<file path="config.mk">
export PLATFORM = sky130hd
export DESIGN_NAME = line_follow_ctrl_flat
export DESIGN_NICKNAME = d
export VERILOG_FILES = /design/src/rtl/line_follow_pkg.sv /design/src/rtl/line_follow_ctrl_if.sv /design/src/rtl/lf_sensor_filter.sv /design/src/rtl/line_follow_ctrl.sv /design/src/flat_wrapper.sv
export SDC_FILE = /design/constraint.sdc
export NUM_CORES = 1
export LEC_CHECK = 0
export BUFFER_PORTS_ARGS = -buffer_cell sky130_fd_sc_hd__buf_4
export CAP_MARGIN = 10
export CELL_PAD_IN_SITES_DETAIL_PLACEMENT = 1
export CELL_PAD_IN_SITES_GLOBAL_PLACEMENT = 2
export CORE_ASPECT_RATIO = 0.6
export CORE_MARGIN = 2
export CORE_UTILIZATION = 41
export CTS_BUF_LIST = sky130_fd_sc_hd__clkbuf_16
export CTS_CLUSTER_SIZE = 14
export DETAILED_ROUTE_END_ITERATION = 16
export PLACE_DENSITY = 0.86
export SETUP_SLACK_MARGIN = 0.1
export SKIP_CTS_REPAIR_TIMING = 1
export SYNTH_ARGS = -nofsm -noshare
export SYNTH_HDL_FRONTEND = slang
export SYNTH_HIERARCHICAL = 1
export SYNTH_SLANG_ARGS = --single-unit
</file>
<file path="constraint.sdc">
create_clock -name clk -period 2.55 [get_ports clk]
set_clock_uncertainty 0.2 [all_clocks]
set_input_delay 0.255 -clock clk [delete_from_list [all_inputs] [get_ports clk]]
set_output_delay 0.255 -clock clk [all_outputs]
set_load 0.02 [all_outputs]
</file>
<file path="src/rtl/line_follow_pkg.sv">
// Shared types and constants for the line-follow steering controller.
package line_follow_pkg;

    localparam logic [2:0] MODE_STRAIGHT  = 3'b000;
    localparam logic [2:0] MODE_BIG_RIGHT = 3'b001;
    localparam logic [2:0] MODE_BIG_LEFT  = 3'b010;
    localparam logic [2:0] MODE_RIGHT     = 3'b011;
    localparam logic [2:0] MODE_LEFT      = 3'b100;
    localparam logic [2:0] MODE_STOP      = 3'b101;

    typedef enum logic [1:0] {TRACK, SEARCH, HALT} state_t;
    typedef enum logic {DIR_LEFT, DIR_RIGHT} dir_t;

    typedef struct packed {
        logic [2:0] mode;
        dir_t       dir;
    } steer_t;

    function automatic logic [2:0] big_turn(input dir_t d);
        return (d == DIR_RIGHT) ? MODE_BIG_RIGHT : MODE_BIG_LEFT;
    endfunction

    // Patterns 101 and 000 keep the current mode and direction memory.
    function automatic steer_t track_map(input logic [2:0] pat, input logic [2:0] cur_mode,
                                         input dir_t cur_dir);
        steer_t s;
        s.mode = cur_mode;
        s.dir  = cur_dir;
        case (pat)
            3'b010, 3'b111: s.mode = MODE_STRAIGHT;
            3'b110: begin s.mode = MODE_LEFT;      s.dir = DIR_LEFT;  end
            3'b100: begin s.mode = MODE_BIG_LEFT;  s.dir = DIR_LEFT;  end
            3'b011: begin s.mode = MODE_RIGHT;     s.dir = DIR_RIGHT; end
            3'b001: begin s.mode = MODE_BIG_RIGHT; s.dir = DIR_RIGHT; end
            default: ;
        endcase
        return s;
    endfunction

endpackage

</file>
<file path="src/rtl/line_follow_ctrl_if.sv">
// Sensor inputs and steering outputs of the line-follow controller.
interface line_follow_ctrl_if;
    logic       left_signal;
    logic       mid_signal;
    logic       right_signal;
    logic [2:0] mode;
    logic       lost;
    logic       mode_chg;

    modport master (output left_signal, mid_signal, right_signal,
                    input  mode, lost, mode_chg);
    modport slave  (input  left_signal, mid_signal, right_signal,
                    output mode, lost, mode_chg);
endinterface

</file>
<file path="src/rtl/lf_sensor_filter.sv">
// Two-flop synchroniser, sample tick and consecutive-sample filter for the
// {left, mid, right} IR sensor vector.
module lf_sensor_filter #(
    parameter int SAMPLE_DIV = 100000,
    parameter int FILT_LEN   = 4
) (
    input  logic       clk,
    input  logic       rst,
    input  logic [2:0] raw,
    output logic [2:0] acc,
    output logic       acc_valid
);
    localparam int CW = $clog2(SAMPLE_DIV);

    logic [2:0]    sync1, sync2, cand, cand_nxt;
    logic [CW-1:0] cnt;
    logic [3:0]    fcnt, fcnt_nxt;
    logic          tick;

    assign tick = (cnt == CW'(SAMPLE_DIV - 1));

    always_comb begin
        cand_nxt = cand;
        fcnt_nxt = fcnt;
        if (sync2 == cand) begin
            if (fcnt != 4'(FILT_LEN))
                fcnt_nxt = fcnt + 4'd1;
        end else begin
            cand_nxt = sync2;
            fcnt_nxt = 4'd1;
        end
    end

    // While saturated, every tick reloads acc and re-raises acc_valid.
    always_ff @(posedge clk or negedge rst) begin
        if (!rst) begin
            sync1     <= '0;
            sync2     <= '0;
            cnt       <= '0;
            cand      <= '0;
            fcnt      <= '0;
            acc       <= '0;
            acc_valid <= 1'b0;
        end else begin
            sync1     <= raw;
            sync2     <= sync1;
            cnt       <= tick ? '0 : cnt + CW'(1);
            acc_valid <= 1'b0;
            if (tick) begin
                cand <= cand_nxt;
                fcnt <= fcnt_nxt;
                if (fcnt_nxt == 4'(FILT_LEN)) begin
                    acc       <= cand_nxt;
                    acc_valid <= 1'b1;
                end
            end
        end
    end
endmodule

</file>
<file path="src/rtl/line_follow_ctrl.sv">
// Track/search/halt steering FSM fed by the filtered IR sensor vector.
// Optional macro JUNCTION_STOP_EN: a 111 junction in TRACK halts the car.
module line_follow_ctrl
    import line_follow_pkg::*;
#(
    parameter int SAMPLE_DIV   = 100000,
    parameter int FILT_LEN     = 4,
    parameter int LOST_TIMEOUT = 500
) (
    input logic               clk,
    input logic               rst,
    line_follow_ctrl_if.slave bus
);
    localparam int LCW = $clog2(LOST_TIMEOUT + 1);

    logic [2:0]     acc, mode_q, mode_n;
    logic           acc_valid, lost_q, lost_n, chg_q, go_track;
    state_t         state, state_n;
    dir_t           dir_q, dir_n;
    logic [LCW-1:0] lcnt, lcnt_n;
    steer_t         steer;

    lf_sensor_filter #(.SAMPLE_DIV(SAMPLE_DIV), .FILT_LEN(FILT_LEN)) u_filter (
        .clk       (clk),
        .rst       (rst),
        .raw       ({bus.left_signal, bus.mid_signal, bus.right_signal}),
        .acc       (acc),
        .acc_valid (acc_valid)
    );

    always_comb begin
        state_n  = state;
        mode_n   = mode_q;
        lost_n   = lost_q;
        dir_n    = dir_q;
        lcnt_n   = lcnt;
        go_track = 1'b0;
        steer    = track_map(acc, mode_q, dir_q);
        if (acc_valid) begin
            unique case (state)
                TRACK: begin
                    if (acc == 3'b000) begin
                        state_n = SEARCH;
                        lost_n  = 1'b1;
                        lcnt_n  = '0;
                        mode_n  = big_turn(dir_q);
                    end
`ifdef JUNCTION_STOP_EN
                    else if (acc == 3'b111) begin
                        state_n = HALT;
                        mode_n  = MODE_STOP;
                        lost_n  = 1'b0;
                    end
`endif
                    else
                        go_track = 1'b1;
                end
                SEARCH: begin
                    if (acc == 3'b000) begin
                        if (lcnt == LCW'(LOST_TIMEOUT - 1)) begin
                            state_n = HALT;
                            mode_n  = MODE_STOP;
                        end else
                            lcnt_n = lcnt + LCW'(1);
                    end else
                        go_track = 1'b1;
                end
`ifdef JUNCTION_STOP_EN
                HALT: if (acc != 3'b000 && acc != 3'b111) go_track = 1'b1;
`else
                HALT: if (acc != 3'b000) go_track = 1'b1;
`endif
                default: state_n = HALT;
            endcase
            // Leaving SEARCH/HALT applies the TRACK mapping in the same evaluation.
            if (go_track) begin
                state_n = TRACK;
                lost_n  = 1'b0;
                mode_n  = steer.mode;
                dir_n   = steer.dir;
            end
        end
    end

    always_ff @(posedge clk or negedge rst) begin
        if (!rst) begin
            state  <= HALT;
            mode_q <= MODE_STOP;
            lost_q <= 1'b0;
            dir_q  <= DIR_LEFT;
            lcnt   <= '0;
            chg_q  <= 1'b0;
        end else begin
            state  <= state_n;
            mode_q <= mode_n;
            lost_q <= lost_n;
            dir_q  <= dir_n;
            lcnt   <= lcnt_n;
            chg_q  <= (mode_n != mode_q);
        end
    end

    assign bus.mode     = mode_q;
    assign bus.lost     = lost_q;
    assign bus.mode_chg = chg_q;
endmodule

</file>
<file path="src/flat_wrapper.sv">
// flat-port wrapper written by rule: the top's interface ports become plain ports
module line_follow_ctrl_flat import line_follow_pkg::*;
#(
    parameter int SAMPLE_DIV   = 100000,
    parameter int FILT_LEN     = 4,
    parameter int LOST_TIMEOUT = 500
)
  (clk, rst, bus_left_signal, bus_mid_signal, bus_right_signal, bus_mode, bus_lost, bus_mode_chg);
  line_follow_ctrl_if bus_i ();
  input logic clk;
  input logic rst;
  input wire logic [$bits(bus_i.left_signal)-1:0] bus_left_signal;
  input wire logic [$bits(bus_i.mid_signal)-1:0] bus_mid_signal;
  input wire logic [$bits(bus_i.right_signal)-1:0] bus_right_signal;
  output wire logic [$bits(bus_i.mode)-1:0] bus_mode;
  output wire logic [$bits(bus_i.lost)-1:0] bus_lost;
  output wire logic [$bits(bus_i.mode_chg)-1:0] bus_mode_chg;
  assign bus_i.left_signal = bus_left_signal;
  assign bus_i.mid_signal = bus_mid_signal;
  assign bus_i.right_signal = bus_right_signal;
  assign bus_mode = bus_i.mode;
  assign bus_lost = bus_i.lost;
  assign bus_mode_chg = bus_i.mode_chg;
  line_follow_ctrl #(.SAMPLE_DIV(SAMPLE_DIV), .FILT_LEN(FILT_LEN), .LOST_TIMEOUT(LOST_TIMEOUT)) u_core (.clk(clk), .rst(rst), .bus(bus_i));
endmodule
</file>
==> summary.txt, run 1 <==
Synth
  • Number of enable-type register cells in the synthesized netlist: 0
  • Unique cell type count in the Yosys netlist: 57
  • Synth Register Bits: 51
  • Most used DFF post-synth: dfrtp_1
  • Most numerous cell in the Yosys netlist: dfrtp_1
  • Number of nets in the synthesized netlist: ~260
  • Post-Synthesis Mean Instance Area: 10.4 µm²
  • Top cell type's share of synthesized area: 0.455
  • Synth area leaders: dfrtp_1 45%, xnor2_1 3.3%, nor2_1 3.1%, dfstp_2 3.0%, xor2_1 3.0%
  • Top cells by count, synth: 48 x dfrtp_1, 22 x nor2_1, 14 x nand3_1
  • Library cell with the largest summed area after synthesis: dfrtp_1
  • Yosys synthesis warning count: 6
  • Gate Count Post-Synth: 254
  • Post-synthesis instance area: approximately 2600 µm²
  • Post-synthesis sequential area ratio: 0.484
  • Async S/R FF share, synth: 1.00

Floorplanning
  • Initial standard-cell utilization of the core: 0.429
  • I/O pin count: 10
  • Y dimension of the die: 66.2 µm
  • Die W: approximately 110 µm
  • Core Footprint: roughly 6200 µm²
  • Die outline area: between 7000 and 8000 µm²
  • Site row count: 22

Clock tree
  • Clock Tree Buf Depth: 2
  • Clock Latency Late Sink: 290 ps
  • Buffer cell driving the clock tree root: clkbuf_16
  • CTS H-tree lvls: 2
  • Sinks on the clock net: 51
  • CTS tree: yes
  • Clock slew seen by the registers of the worst setup and hold paths: roughly 70 ps
  • Cts bufs inserted: 5

Final layout
  • Nets: 283
  • Count of antenna diodes in the layout: 0
  • Final core occ: 0.490
  • Final-layout fill cell count: 704
  • Share of final-layout standard cells stronger than drive strength 1: 0.142
  • Area delta synth->final: 14.4%
  • Finished Layout Cells: 359

Detailed routing
  • Routed length per placed instance: approximately 17 µm
  • Total iterations of the first detailed-routing run: 4
  • Via-per-instance ratio: 5.71
  • Antenna violation net count after detailed routing: 0
  • Number of DRC markers after the initial detailed-route iteration: 119
  • Final routed DRC violation total: 0
  • Count of vias placed by the detailed router: 2051
  • Final WL: 6.11 mm

Timing
  • Final setup viols: 0
  • Highest clock rate: 438 MHz
  • Period minus WS final: 2280 ps
  • Setup total negative slack: 0 ps
  • Count of final max-slew check failures: 0
  • Relative max-transition margin: 0.565
  • Number of endpoints with negative hold slack in the final report: 0
  • Slew @ Worst Pin: 653 ps
  • Setup repair after global routing missed its margin: no
  • Final cycle utilization of the critical path: 0.895
  • Worst-case hold slack: 156 ps

Power and ir drop
  • Net switching power of the design: 0.333 mW
  • Leakage power of the design: approximately 1.3 nW
  • Relative contribution of the clock network to total power: 0.444
  • Sequential cell fraction of total power: 0.537
  • Worst VDD drop: 0.278 mV
  • Fraction of power consumed by combinational cells: 0.019
  • Net switching fraction of the power: 0.219
  • Cell Pwr Density: 503 nW/µm²
  • Internal Pwr Total: 1.19 mW

Critical path
  • Required time worst endpoint: 2520 ps
  • Largest fanout of any net on the critical path: 7
  • Register-to-Register Path Depth: 4
  • Kind of start point of the critical path: register
  • Worst R2R Setup Slack: 270 ps
  • Launching point of the worst reg2reg path: u_core/u_filter/cnt[5]
  • Reg2reg end: u_core/u_filter/acc[0]
  • Nature of the critical path endpoint: register
  • Data arrival at the endpoint of the critical path: about 2300 ps
  • Type of the setup path with the least slack: reg -> reg

Place
  • Port Buf Inserts: 9
  • Gp weighted congestion: 0.896
  • Cell Count Post-Placement: about 350
  • Detailed placer's ending HPWL: 4.34 mm

Hold path
  • Worst min-delay path endpoint: u_core/u_filter/sync2[0]
  • Hold Path Stages: 0
  • Type of the tightest min-delay check: reg -> reg
  • Worst Min Path Start: u_core/u_filter/sync1[0]

Global route
  • Vias in the first global route: 2016
  • GR Util All Layers: 0.191
  • Largest net degree at the start of global routing: 52
  • Congestion Overflow GR: 0
  • Antenna violations before repair: 0
  • First-pass GRT wire length: 10.3 mm

Job
  • Max-cap violation count: 0

Status
  • Run status: finished, final reports clean
-- power groups by stage --
stage	Clock, mW	Combinational (mW)	Sequential (mW)
after floorplan	0	0.00279	0.831
after global placement	0	0.0256	0.832
after detailed placement	0	0.0260	0.832
after CTS	0.703	0.0261	0.816
after global routing	0.731	0.0341	0.817
final	0.675	0.0293	0.817
-- placed cells by master, fill, tap and decap left out, types with 7 or more instances in the layout --
cell type	netlist	layout
xor2_1	9	9
nor2_1	22	22
o21ai_0	12	12
xnor2_1	10	10
inv_1	12	13
nand3_1	14	14
dfrtp_1	48	48
nand2_1	11	11
buf_4	0	15
or3_1	7	7
a21oi_1	12	12
-- kinds of logic after synthesis --
group / after synthesis / share of synthesized area
AOI/OAI and AO/OA: 53 / 0.134
xor gates and xnor gates: 19 / 0.0630
adders and majority gates: 4 / 0.0189
buffers and inverters: 18 / 0.0284
DFF: 51 / 0.484
muxes: 7 / 0.0298
and+or+nand+nor: 102 / 0.241
-- worst max-delay path: stages, from the launching register on --
cell and delay (ps):
dfrtp_1 460, or4b_1 660, nor4_4 280, nand4b_2 210, mux2_1 360
-- worst max path at each step --
stage                                        end  slack, ps  cells after the start                    start
final                     u_core/u_filter/acc[0]        270                      4   u_core/u_filter/cnt[5]
after global routing              u_core/lcnt[8]        100                      6          u_core/state[1]
after CTS                 u_core/u_filter/acc[1]        220                      6  u_core/u_filter/fcnt[0]
after detailed placement  u_core/u_filter/acc[0]        260                      6  u_core/u_filter/fcnt[0]
after global placement       u_core/bus.mode_chg        320                      5   u_core/u_filter/acc[2]
after floorplan           u_core/u_filter/acc[2]        440                      4  u_core/u_filter/cnt[12]
-- per-stage QoR --
| step | power [mW] | setup WS (ps) | instance area (µm²) |
|---|---|---|---|
| 2_1_floorplan | 0.834 | 440 | 2640 |
| 4_1_cts | 1.55 | 220 | 2980 |
| 3_3_place_gp | 0.857 | 321 | 2830 |
| 5_1_grt | 1.58 | 105 | 3020 |
| 6_report | 1.52 | 266 | 3020 |
| 3_5_place_dp | 0.858 | 263 | 2830 |
-- registers in the layout, summed over array words and instances, names as in the netlist --
signal	count
u_core/lcnt	9
u_core/u_filter/acc	3
u_core/bus.mode	3
u_core/u_filter/cand	3
u_core/u_filter/acc_valid	1
u_core/state	2
u_core/dir_q	1
u_core/bus.lost	1
u_core/bus.mode_chg	1
u_core/u_filter/sync2	3
u_core/u_filter/cnt	17
u_core/u_filter/fcnt	4
u_core/u_filter/sync1	3
-- metal layers --
| layer | GRT usage | vias up | part of all wire | wire (µm) |
|---|---|---|---|---|
| li1 | - | 973 | - | - |
| met1 | 0.298 | 1041 | 0.55 | 3390 |
| met2 | 0.256 | 32 | 0.39 | 2400 |
| met3 | 0.0453 | 5 | 0.041 | 253 |
| met4 | 0.0577 | 0 | 0.011 | 65 |
| met5 | 0 | - | 0 | 0 |
-- final cells by class --
type / count / area (µm²) / share of cell area
multi-input combinational: 185 / 1290 / 0.428
clock buffer: 5 / 125 / 0.0414
timing repair buffer: 19 / 153 / 0.0505
clock inverter: 3 / 21.3 / 0.00704
inverter: 12 / 45.0 / 0.0149
sequential: 51 / 1280 / 0.423
tap: 84 / 105 / 0.0348
No activity file was read; power rests on OpenSTA's default activity.
==> run 2: changes to the inputs <==
--- a/config.mk
+++ b/config.mk
@@ -11,7 +11,7 @@
 export CELL_PAD_IN_SITES_GLOBAL_PLACEMENT = 2
 export CORE_ASPECT_RATIO = 0.6
 export CORE_MARGIN = 2
-export CORE_UTILIZATION = 41
+export CORE_UTILIZATION = 40
 export CTS_BUF_LIST = sky130_fd_sc_hd__clkbuf_16
 export CTS_CLUSTER_SIZE = 14
 export DETAILED_ROUTE_END_ITERATION = 16
@@ -20,5 +20,4 @@
 export SKIP_CTS_REPAIR_TIMING = 1
 export SYNTH_ARGS = -nofsm -noshare
 export SYNTH_HDL_FRONTEND = slang
-export SYNTH_HIERARCHICAL = 1
 export SYNTH_SLANG_ARGS = --single-unit
==> run 2 against run 1 <==
Against the previous run: fmax up 0.62%; non-clock buffer count up 2; first-iteration DRC count down 2.5%; hold slack worse by 7.0 ps; total power up 5.5%; synthesized cell count up 3.5%; count of clock-buffer cells in the layout unchanged; critical path depth up 5; register-to-register slack about the same; final cell count up 2.2%; critical endpoint is now u_core.bus.mode_chg; largest power group unchanged; highest routed layer unchanged.
==> summary.txt, run 2 <==
Status
  • Run status: finished, final reports clean (unchanged)

Synth
  • Xor/xnor share of the synthesized area: 0.0709 (was 0.0630)
  • Most numerous cell in the Yosys netlist: dfrtp_1 (unchanged)
  • Post-synthesis share of cell area spent on full adders, half adders and majority gates: 0.0241 (was 0.0189)
  • Library cell with the largest summed area after synthesis: dfrtp_1 (unchanged)
  • Synth Register Bits: 51 (unchanged)
  • Post-Synthesis Mean Instance Area: 9.86 µm² (was 10.4 µm²)
  • Number of nets in the synthesized netlist: 273 (was 263)
  • Basic-gate share of the synthesized area counting and, or, nand and nor cells: 0.228 (was 0.241)
  • Top cell type's share of synthesized area: 0.463 (was 0.455)
  • Unique cell type count in the Yosys netlist: 47 (was 57)
  • Top cells by count, synth: 48 x dfrtp_1, 26 x nand2_1, 22 x nor2_1 (was 48 x dfrtp_1, 22 x nor2_1, 14 x nand3_1)
  • Number of enable-type register cells in the synthesized netlist: 0 (unchanged)
  • Area fraction in compound gates after synthesis: 0.113 (was 0.134)
  • Proportion of synthesized area in mux cells: 0.0434 (was 0.0298)
  • Main combinational cell family by area after synthesis: simple AND/OR/NAND/NOR gates (unchanged)
  • Gate Count Post-Synth: 263 (was 254)
  • Post-synthesis instance area: 2590 µm² (was 2640 µm²)
  • Synth area leaders: dfrtp_1 46%, xor2_1 5.1%, mux2_2 3.9%, nand2_1 3.8%, o21ai_0 3.5% (was dfrtp_1 45%, xnor2_1 3.3%, nor2_1 3.1%, dfstp_2 3.0%, xor2_1 3.0%)
  • Post-synthesis sequential area ratio: 0.493 (was 0.484)
  • Async S/R FF share, synth: 1.00 (unchanged)
  • Yosys synthesis warning count: 0 (was 6)
  • Most used DFF post-synth: dfrtp_1 (unchanged)

Global route
  • Largest net degree at the start of global routing: 52 (unchanged)
  • First-pass GRT wire length: 9.98 mm (was 10.3 mm)
  • Antenna violations before repair: 0 (unchanged)
  • Vias in the first global route: 2010 (was 2016)
  • Congestion Overflow GR: 0 (unchanged)
  • GR Util All Layers: 0.180 (was 0.191)

Critical path
  • CP Launch Point: u_core.u_filter.acc[2] (was u_core/u_filter/cnt[5])
  • Nature of the critical path endpoint: register (unchanged)
  • Largest fanout of any net on the critical path: 9 (was 7)
  • Data arrival at the endpoint of the critical path: 2240 ps (was 2260 ps)
  • Launching point of the worst reg2reg path: u_core.u_filter.acc[2] (was u_core/u_filter/cnt[5])
  • Type of the setup path with the least slack: reg -> reg (unchanged)
  • Kind of start point of the critical path: register (unchanged)
  • Required time worst endpoint: 2520 ps (about the same)

Timing
  • Count of final max-slew check failures: 0 (unchanged)
  • Number of endpoints with negative hold slack in the final report: 0 (unchanged)
  • Setup total negative slack: 0 ps (unchanged)
  • Final setup viols: 0 (unchanged)
  • Final cycle utilization of the critical path: 0.890 (was 0.895)
  • Slew @ Worst Pin: 646 ps (was 653 ps)
  • Relative max-transition margin: 0.569 (was 0.565)
  • Highest clock rate: 441 MHz (was 438 MHz)
  • Setup repair after global routing missed its margin: no (unchanged)
  • Period minus WS final: 2270 ps (was 2280 ps)

Final layout
  • Largest reg by FF count: u_core.u_filter.cnt (was u_core/u_filter/cnt)
  • Count of antenna diodes in the layout: 0 (unchanged)
  • Most common cell after layout, fill and taps aside: dfrtp_1 (unchanged)
  • Highest-count cells in the layout ignoring fill and taps: 47 x dfrtp_1, 26 x nand2_1, 22 x nor2_1 (was 48 x dfrtp_1, 22 x nor2_1, 15 x buf_4)
  • Top flop regs: u_core.u_filter.cnt: 17 flops, u_core.lcnt: 9 flops, u_core.u_filter.fcnt: 4 flops (was u_core/u_filter/cnt: 17 flops, u_core/lcnt: 9 flops, u_core/u_filter/fcnt: 4 flops)
  • Nets: 292 (was 283)
  • Largest register FFs: 17 (unchanged)
  • Share of final-layout standard cells stronger than drive strength 1: 0.166 (was 0.142)
  • Area delta synth->final: 15.8% (was 14.4%)

Clock tree
  • Clock slew seen by the registers of the worst setup and hold paths: 70 ps (about the same)
  • Sinks on the clock net: 51 (unchanged)
  • Cts bufs inserted: 5 (unchanged)
  • Clock Tree Buf Depth: 2 (unchanged)
  • Buffer cell driving the clock tree root: clkbuf_16 (unchanged)
  • CTS H-tree lvls: 2 (unchanged)
  • Clock Latency Late Sink: 290 ps (about the same)
  • CTS tree: yes (unchanged)

Power and ir drop
  • Sequential cell fraction of total power: 0.509 (was 0.537)
  • Relative contribution of the clock network to total power: 0.472 (was 0.444)
  • Leakage power of the design: 1.33 nW (was 1.32 nW)
  • Net switching power of the design: 0.322 mW (was 0.333 mW)
  • Pwr Total: 1.60 mW (was 1.52 mW)
  • Fraction of power consumed by combinational cells: 0.018 (was 0.019)
  • Worst VDD drop: 0.261 mV (was 0.278 mV)
  • Internal Pwr Total: 1.28 mW (was 1.19 mW)
  • Cell Pwr Density: 534 nW/µm² (was 503 nW/µm²)
  • Net switching fraction of the power: 0.201 (was 0.219)

Detailed routing
  • Total iterations of the first detailed-routing run: 4 (unchanged)
  • Routed length per placed instance: 15.9 µm (was 17.0 µm)
  • Count of vias placed by the detailed router: 1961 (was 2051)
  • Via-per-instance ratio: 5.34 (was 5.71)
  • Antenna violation net count after detailed routing: 0 (unchanged)
  • Final routed DRC violation total: 0 (unchanged)
  • Final WL: 5.83 mm (was 6.11 mm)
  • Number of DRC markers after the initial detailed-route iteration: 116 (was 119)

Floorplanning
  • Die W: 108 µm (about the same)
  • Initial standard-cell utilization of the core: 0.419 (was 0.429)
  • Y dimension of the die: 66.4 µm (was 66.2 µm)
  • Site row count: 22 (unchanged)
  • Die outline area: 7170 µm² (was 7120 µm²)
  • Core Footprint: 6190 µm² (was 6170 µm²)
  • I/O pin count: 10 (unchanged)

Hold path
  • Type of the tightest min-delay check: reg -> reg (unchanged)
  • Worst Min Path Start: u_core.u_filter.sync1[1] (was u_core/u_filter/sync1[0])

Place
  • Port Buf Inserts: 9 (unchanged)
  • Gp weighted congestion: 0.784 (was 0.896)
  • Detailed placer's ending HPWL: 4.00 mm (was 4.34 mm)

Job
  • Max-cap violation count: 0 (unchanged)
run 2: cell types whose count changed after synthesis, moves of 6 or more:
cell | before | now
o21ai_1 | 6 | 0
nand2_1 | 11 | 26
mux2_2 | 3 | 9
o21ai_0 | 12 | 18
xor2_1 | 9 | 15
nor3_1 | 6 | 12
run 2: cell type report:
type / count / area, µm²
tap: 84 / 105
multi-input combinational: 195 / 1260
clock inverter: 3 / 38.8
inverter: 8 / 30.0
fill: 707 / 3190
clock buffer: 5 / 125
sequential: 51 / 1280
timing repair buffer: 21 / 168
run 2: logic make-up (layout without fill, tap and decap cells):
family | Yosys count | after routing
AO/OA/AOI/OAI | 49 | 49
XOR/XNOR | 21 | 21
adder cells (fa/ha/maj) | 5 | 5
buffers and inverters | 17 | 37
flip-flops | 51 | 51
multiplexers | 10 | 10
AND/OR/NAND/NOR | 110 | 110
run 2: path summary, 6_finish.rpt:
| kind | end | slack [ps] | depth (start not counted) |
|---|---|---|---|
| worst min register to register | u_core.u_filter.sync2[1] | 150 | 0 |
| max in group asynchronous | u_core.u_filter.acc[2] | 1350 | 2 |
| worst max-delay path | u_core.bus.mode_chg | 280 | 9 |
| min in group asynchronous | u_core.u_filter.cnt[3] | 330 | 2 |
| worst min-delay path | u_core.u_filter.sync2[1] | 150 | 0 |
| worst max register to register | u_core.bus.mode_chg | 280 | 9 |
run 2: layer usage:
metal,GRT usage,vias to the layer above,routed length (µm)
li1,-,970,-
met3,0.0384,4,175
met2,0.266,23,2440
met1,0.270,964,3180
met5,0,-,0
met4,0.0417,0,31
run 2: power groups by stage:
stage	Clock, mW	Combinational, mW	Sequential (mW)
detailed placement	0	0.0261	0.832
floorplan	0	0.00330	0.831
CTS	0.776	0.0263	0.817
global placement	0	0.0262	0.832
finish	0.758	0.0293	0.817
global route	0.811	0.0342	0.817
run 2: worst max-delay path, stage by stage, from the launching register on:
cell       delay, ps
dfrtp_2          450
inv_1            100
ha_2             330
nor2b_1          150
o21ai_0          210
a221oi_2         120
buf_4            150
o2bb2ai_1        110
a211oi_1         230
nand3_1          100
run 2: stage by stage:
stage	cells	worst slack (ps)	util	instance area [µm²]	hold WS [ps]
floorplan	263	342	-	2590	-241
global placement	354	275	0.449	2780	134
detailed placement	354	138	0.449	2780	132
CTS	362	117	0.475	2940	-176
global route	367	103	0.485	3000	158
finish	367	280	0.485	3000	149
==> run 3: changes to the inputs <==
--- a/config.mk
+++ b/config.mk
@@ -11,11 +11,11 @@
 export CELL_PAD_IN_SITES_GLOBAL_PLACEMENT = 2
 export CORE_ASPECT_RATIO = 0.6
 export CORE_MARGIN = 2
-export CORE_UTILIZATION = 40
+export CORE_UTILIZATION = 30
 export CTS_BUF_LIST = sky130_fd_sc_hd__clkbuf_16
 export CTS_CLUSTER_SIZE = 14
 export DETAILED_ROUTE_END_ITERATION = 16
-export PLACE_DENSITY = 0.86
+export PLACE_DENSITY = 0.69
 export SETUP_SLACK_MARGIN = 0.1
 export SKIP_CTS_REPAIR_TIMING = 1
 export SYNTH_ARGS = -nofsm -noshare
==> run 3 against run 2 <==
Against the previous run: sequential power about the same; critical path depth down 3; largest cell class unchanged; final area up 0.54%; highest routed layer unchanged; total power down 4.7%.
==> summary.txt, run 3 (synthesized netlist as in run 2, its figures left out) <==
Status
  • Run status: finished, final reports clean (unchanged)

Power and ir drop
  • Relative contribution of the clock network to total power: 0.447 (was 0.472)
  • Sequential cell fraction of total power: 0.534 (was 0.509)
  • Leakage power of the design: 1.31 nW (was 1.33 nW)
  • Cell Pwr Density: 506 nW/µm² (was 534 nW/µm²)
  • Fraction of power consumed by combinational cells: 0.019 (was 0.018)
  • Worst VDD drop: 0.228 mV (was 0.261 mV)
  • Pwr Total: 1.53 mW (was 1.60 mW)
  • Net switching power of the design: 0.342 mW (was 0.322 mW)
  • Net switching fraction of the power: 0.224 (was 0.201)
  • Internal Pwr Total: 1.19 mW (was 1.28 mW)

Timing
  • Final setup viols: 0 (unchanged)
  • Period minus WS final: 2280 ps (was 2270 ps)
  • Setup repair after global routing missed its margin: no (unchanged)
  • Final cycle utilization of the critical path: 0.895 (was 0.890)
  • Slew @ Worst Pin: 656 ps (was 646 ps)
  • Setup total negative slack: 0 ps (unchanged)
  • Highest clock rate: 438 MHz (was 441 MHz)
  • Count of final max-slew check failures: 0 (unchanged)
  • Number of endpoints with negative hold slack in the final report: 0 (unchanged)
  • Relative max-transition margin: 0.563 (was 0.569)
  • Setup ws final: 267 ps (was 280 ps)

Critical path
  • Required time worst endpoint: 2530 ps (was 2520 ps)
  • Nature of the critical path endpoint: register (unchanged)
  • Kind of start point of the critical path: register (unchanged)
  • Largest fanout of any net on the critical path: 4 (was 9)
  • Worst R2R Setup Slack: 270 ps (was 280 ps)
  • Slowest cell delay on critical path: 400 ps (was 450 ps)
  • Type of the setup path with the least slack: reg -> reg (unchanged)
  • Launching point of the worst reg2reg path: u_core.u_filter.cnt[2] (was u_core.u_filter.acc[2])
  • Reg2reg end: u_core.u_filter.acc[0] (was u_core.bus.mode_chg)
  • Data arrival at the endpoint of the critical path: 2270 ps (was 2240 ps)
  • Cells along the critical path: and3_1 -> and3_2 -> and4_1 -> nand2_1 -> nor4_4 -> mux2_2 (was inv_1 -> ha_2 -> nor2b_1 -> o21ai_0 -> a221oi_2 -> buf_4 -> o2bb2ai_1 -> a211oi_1 -> nand3_1)
  • Worst-path cell with the longest stage delay: dfrtp_1 (was dfrtp_2)
  • Register-to-Register Path Depth: 6 (was 9)

Final layout
  • Area delta synth->final: 16.4% (was 15.8%)
  • Share of final-layout standard cells stronger than drive strength 1: 0.170 (was 0.166)
  • Finished Layout Cells: 395 (was 367)
  • Largest register FFs: 17 (unchanged)
  • Post-route cell area: 3020 µm² (was 3000 µm²)
  • Final-layout fill cell count: 965 (was 707)
  • Top flop regs: u_core.u_filter.cnt: 17 flops, u_core.lcnt: 9 flops, u_core.u_filter.fcnt: 4 flops (unchanged)
  • Nets: 292 (unchanged)
  • Largest reg by FF count: u_core.u_filter.cnt (unchanged)
  • Most common cell after layout, fill and taps aside: dfrtp_1 (unchanged)
  • Highest-count cells in the layout ignoring fill and taps: 47 x dfrtp_1, 26 x nand2_1, 22 x nor2_1 (unchanged)
  • Count of antenna diodes in the layout: 0 (unchanged)

Detailed routing
  • WL met1: 3.57 mm (was 3.18 mm)
  • Count of vias placed by the detailed router: 1966 (was 1961)
  • Met3 wire len: 156 µm (was 175 µm)
  • Total iterations of the first detailed-routing run: 4 (unchanged)
  • Met2 wire length: 2.43 mm (was 2.44 mm)
  • Routed length per placed instance: 15.7 µm (was 15.9 µm)
  • Antenna violation net count after detailed routing: 0 (unchanged)
  • Via-per-instance ratio: 4.98 (was 5.34)
  • Highest routed metal layer: met4 (unchanged)
  • Final WL: 6.20 mm (was 5.83 mm)
  • Number of DRC markers after the initial detailed-route iteration: 123 (was 116)
  • Final routed DRC violation total: 0 (unchanged)

Floorplanning
  • Site row count: 26 (was 22)
  • Initial standard-cell utilization of the core: 0.307 (was 0.419)
  • Y dimension of the die: 76.0 µm (was 66.4 µm)
  • Core Footprint: 8460 µm² (was 6190 µm²)
  • Die outline area: 9430 µm² (was 7170 µm²)
  • Die W: 124 µm (was 108 µm)
  • I/O pin count: 10 (unchanged)

Clock tree
  • Clock slew seen by the registers of the worst setup and hold paths: 70 ps (about the same)
  • CTS tree: yes (unchanged)
  • Buffer cell driving the clock tree root: clkbuf_16 (unchanged)
  • Cts bufs inserted: 5 (unchanged)
  • Sinks on the clock net: 51 (unchanged)
  • CTS H-tree lvls: 2 (unchanged)
  • Clock Latency Late Sink: 290 ps (about the same)
  • Clock Tree Buf Depth: 2 (unchanged)

Global route
  • First-pass GRT wire length: 10.6 mm (was 9.98 mm)
  • Congestion Overflow GR: 0 (unchanged)
  • Vias in the first global route: 2033 (was 2010)
  • Largest net degree at the start of global routing: 52 (unchanged)
  • GR Util All Layers: 0.144 (was 0.180)
  • Antenna violations before repair: 0 (unchanged)

Place
  • Port Buf Inserts: 9 (unchanged)
  • Detailed placer's ending HPWL: 4.39 mm (was 4.00 mm)
  • Cell area reported after detailed placement: 2820 µm² (was 2780 µm²)
  • Worst slack, placed: 183 ps (was 138 ps)
  • Gp weighted congestion: 0.780 (was 0.784)
  • Cell Count Post-Placement: 383 (was 354)

Hold path
  • Worst min-delay path endpoint: u_core.u_filter.sync2[0] (was u_core.u_filter.sync2[1])
  • Worst Min Path Start: u_core.u_filter.sync1[0] (was u_core.u_filter.sync1[1])
  • Hold Path Stages: 0 (unchanged)
  • Type of the tightest min-delay check: reg -> reg (unchanged)

Job
  • Max-cap violation count: 0 (unchanged)
## run 3: cell types whose count changed in the layout (fill, tap and decap cells not counted)
| cell | previous run | this run |
|---|---|---|
| bufinv_16 | 1 | 0 |
| clkinv_1 | 1 | 0 |
| clkinvlp_4 | 0 | 2 |
## run 3: power by group through the flow
stage                     Clock, mW  Sequential [mW]  Combinational [mW]
after floorplan                   0            0.831             0.00330
after global placement            0            0.832              0.0269
after detailed placement          0            0.832              0.0270
after CTS                     0.699            0.816              0.0269
after global routing          0.740            0.817              0.0351
final                         0.683            0.816              0.0296
## run 3: critical path, delay by kind of cell (launching register included)
kind	cells	cell delay (ps)
and+or+nand+nor	5	1210
DFF	1	400
muxes	1	380
## run 3: how the worst max path moves through the flow
stage / start / end / slack [ps]
after floorplan: u_core.u_filter.acc[2] / u_core.bus.mode_chg / 340
after global placement: u_core.u_filter.acc[2] / u_core.bus.mode_chg / 270
after detailed placement: u_core.u_filter.acc[2] / u_core.bus.mode_chg / 180
after CTS: u_core.u_filter.acc[2] / u_core.bus.mode_chg / 150
after global routing: u_core.u_filter.acc[2] / u_core.bus.mode_chg / 120
final: u_core.u_filter.cnt[2] / u_core.u_filter.acc[0] / 270
## run 3: area by class of cell
| class | count | area, µm² | share of cell area |
|---|---|---|---|
| well taps | 112 | 140 | 0.0464 |
| clock inverters | 3 | 20.0 | 0.00663 |
| flip-flops and latches | 51 | 1280 | 0.424 |
| inverters | 8 | 30.0 | 0.00994 |
| clock buffers | 5 | 125 | 0.0414 |
| repair buffers | 21 | 168 | 0.0555 |
| multi-input cells | 195 | 1260 | 0.416 |
## run 3: metal layers
metal | vias up | global-route usage
met5 | - | 0
met4 | 0 | 0.0337
met3 | 5 | 0.0367
met2 | 11 | 0.187
met1 | 988 | 0.233
li1 | 962 | -
## run 3: through the flow
step / hold WS (ps) / util
global placement: 141 / 0.334
global route: 174 / 0.357
CTS: -171 / 0.351
floorplan: -241 / -
detailed placement: 138 / 0.334
finish: 158 / 0.357
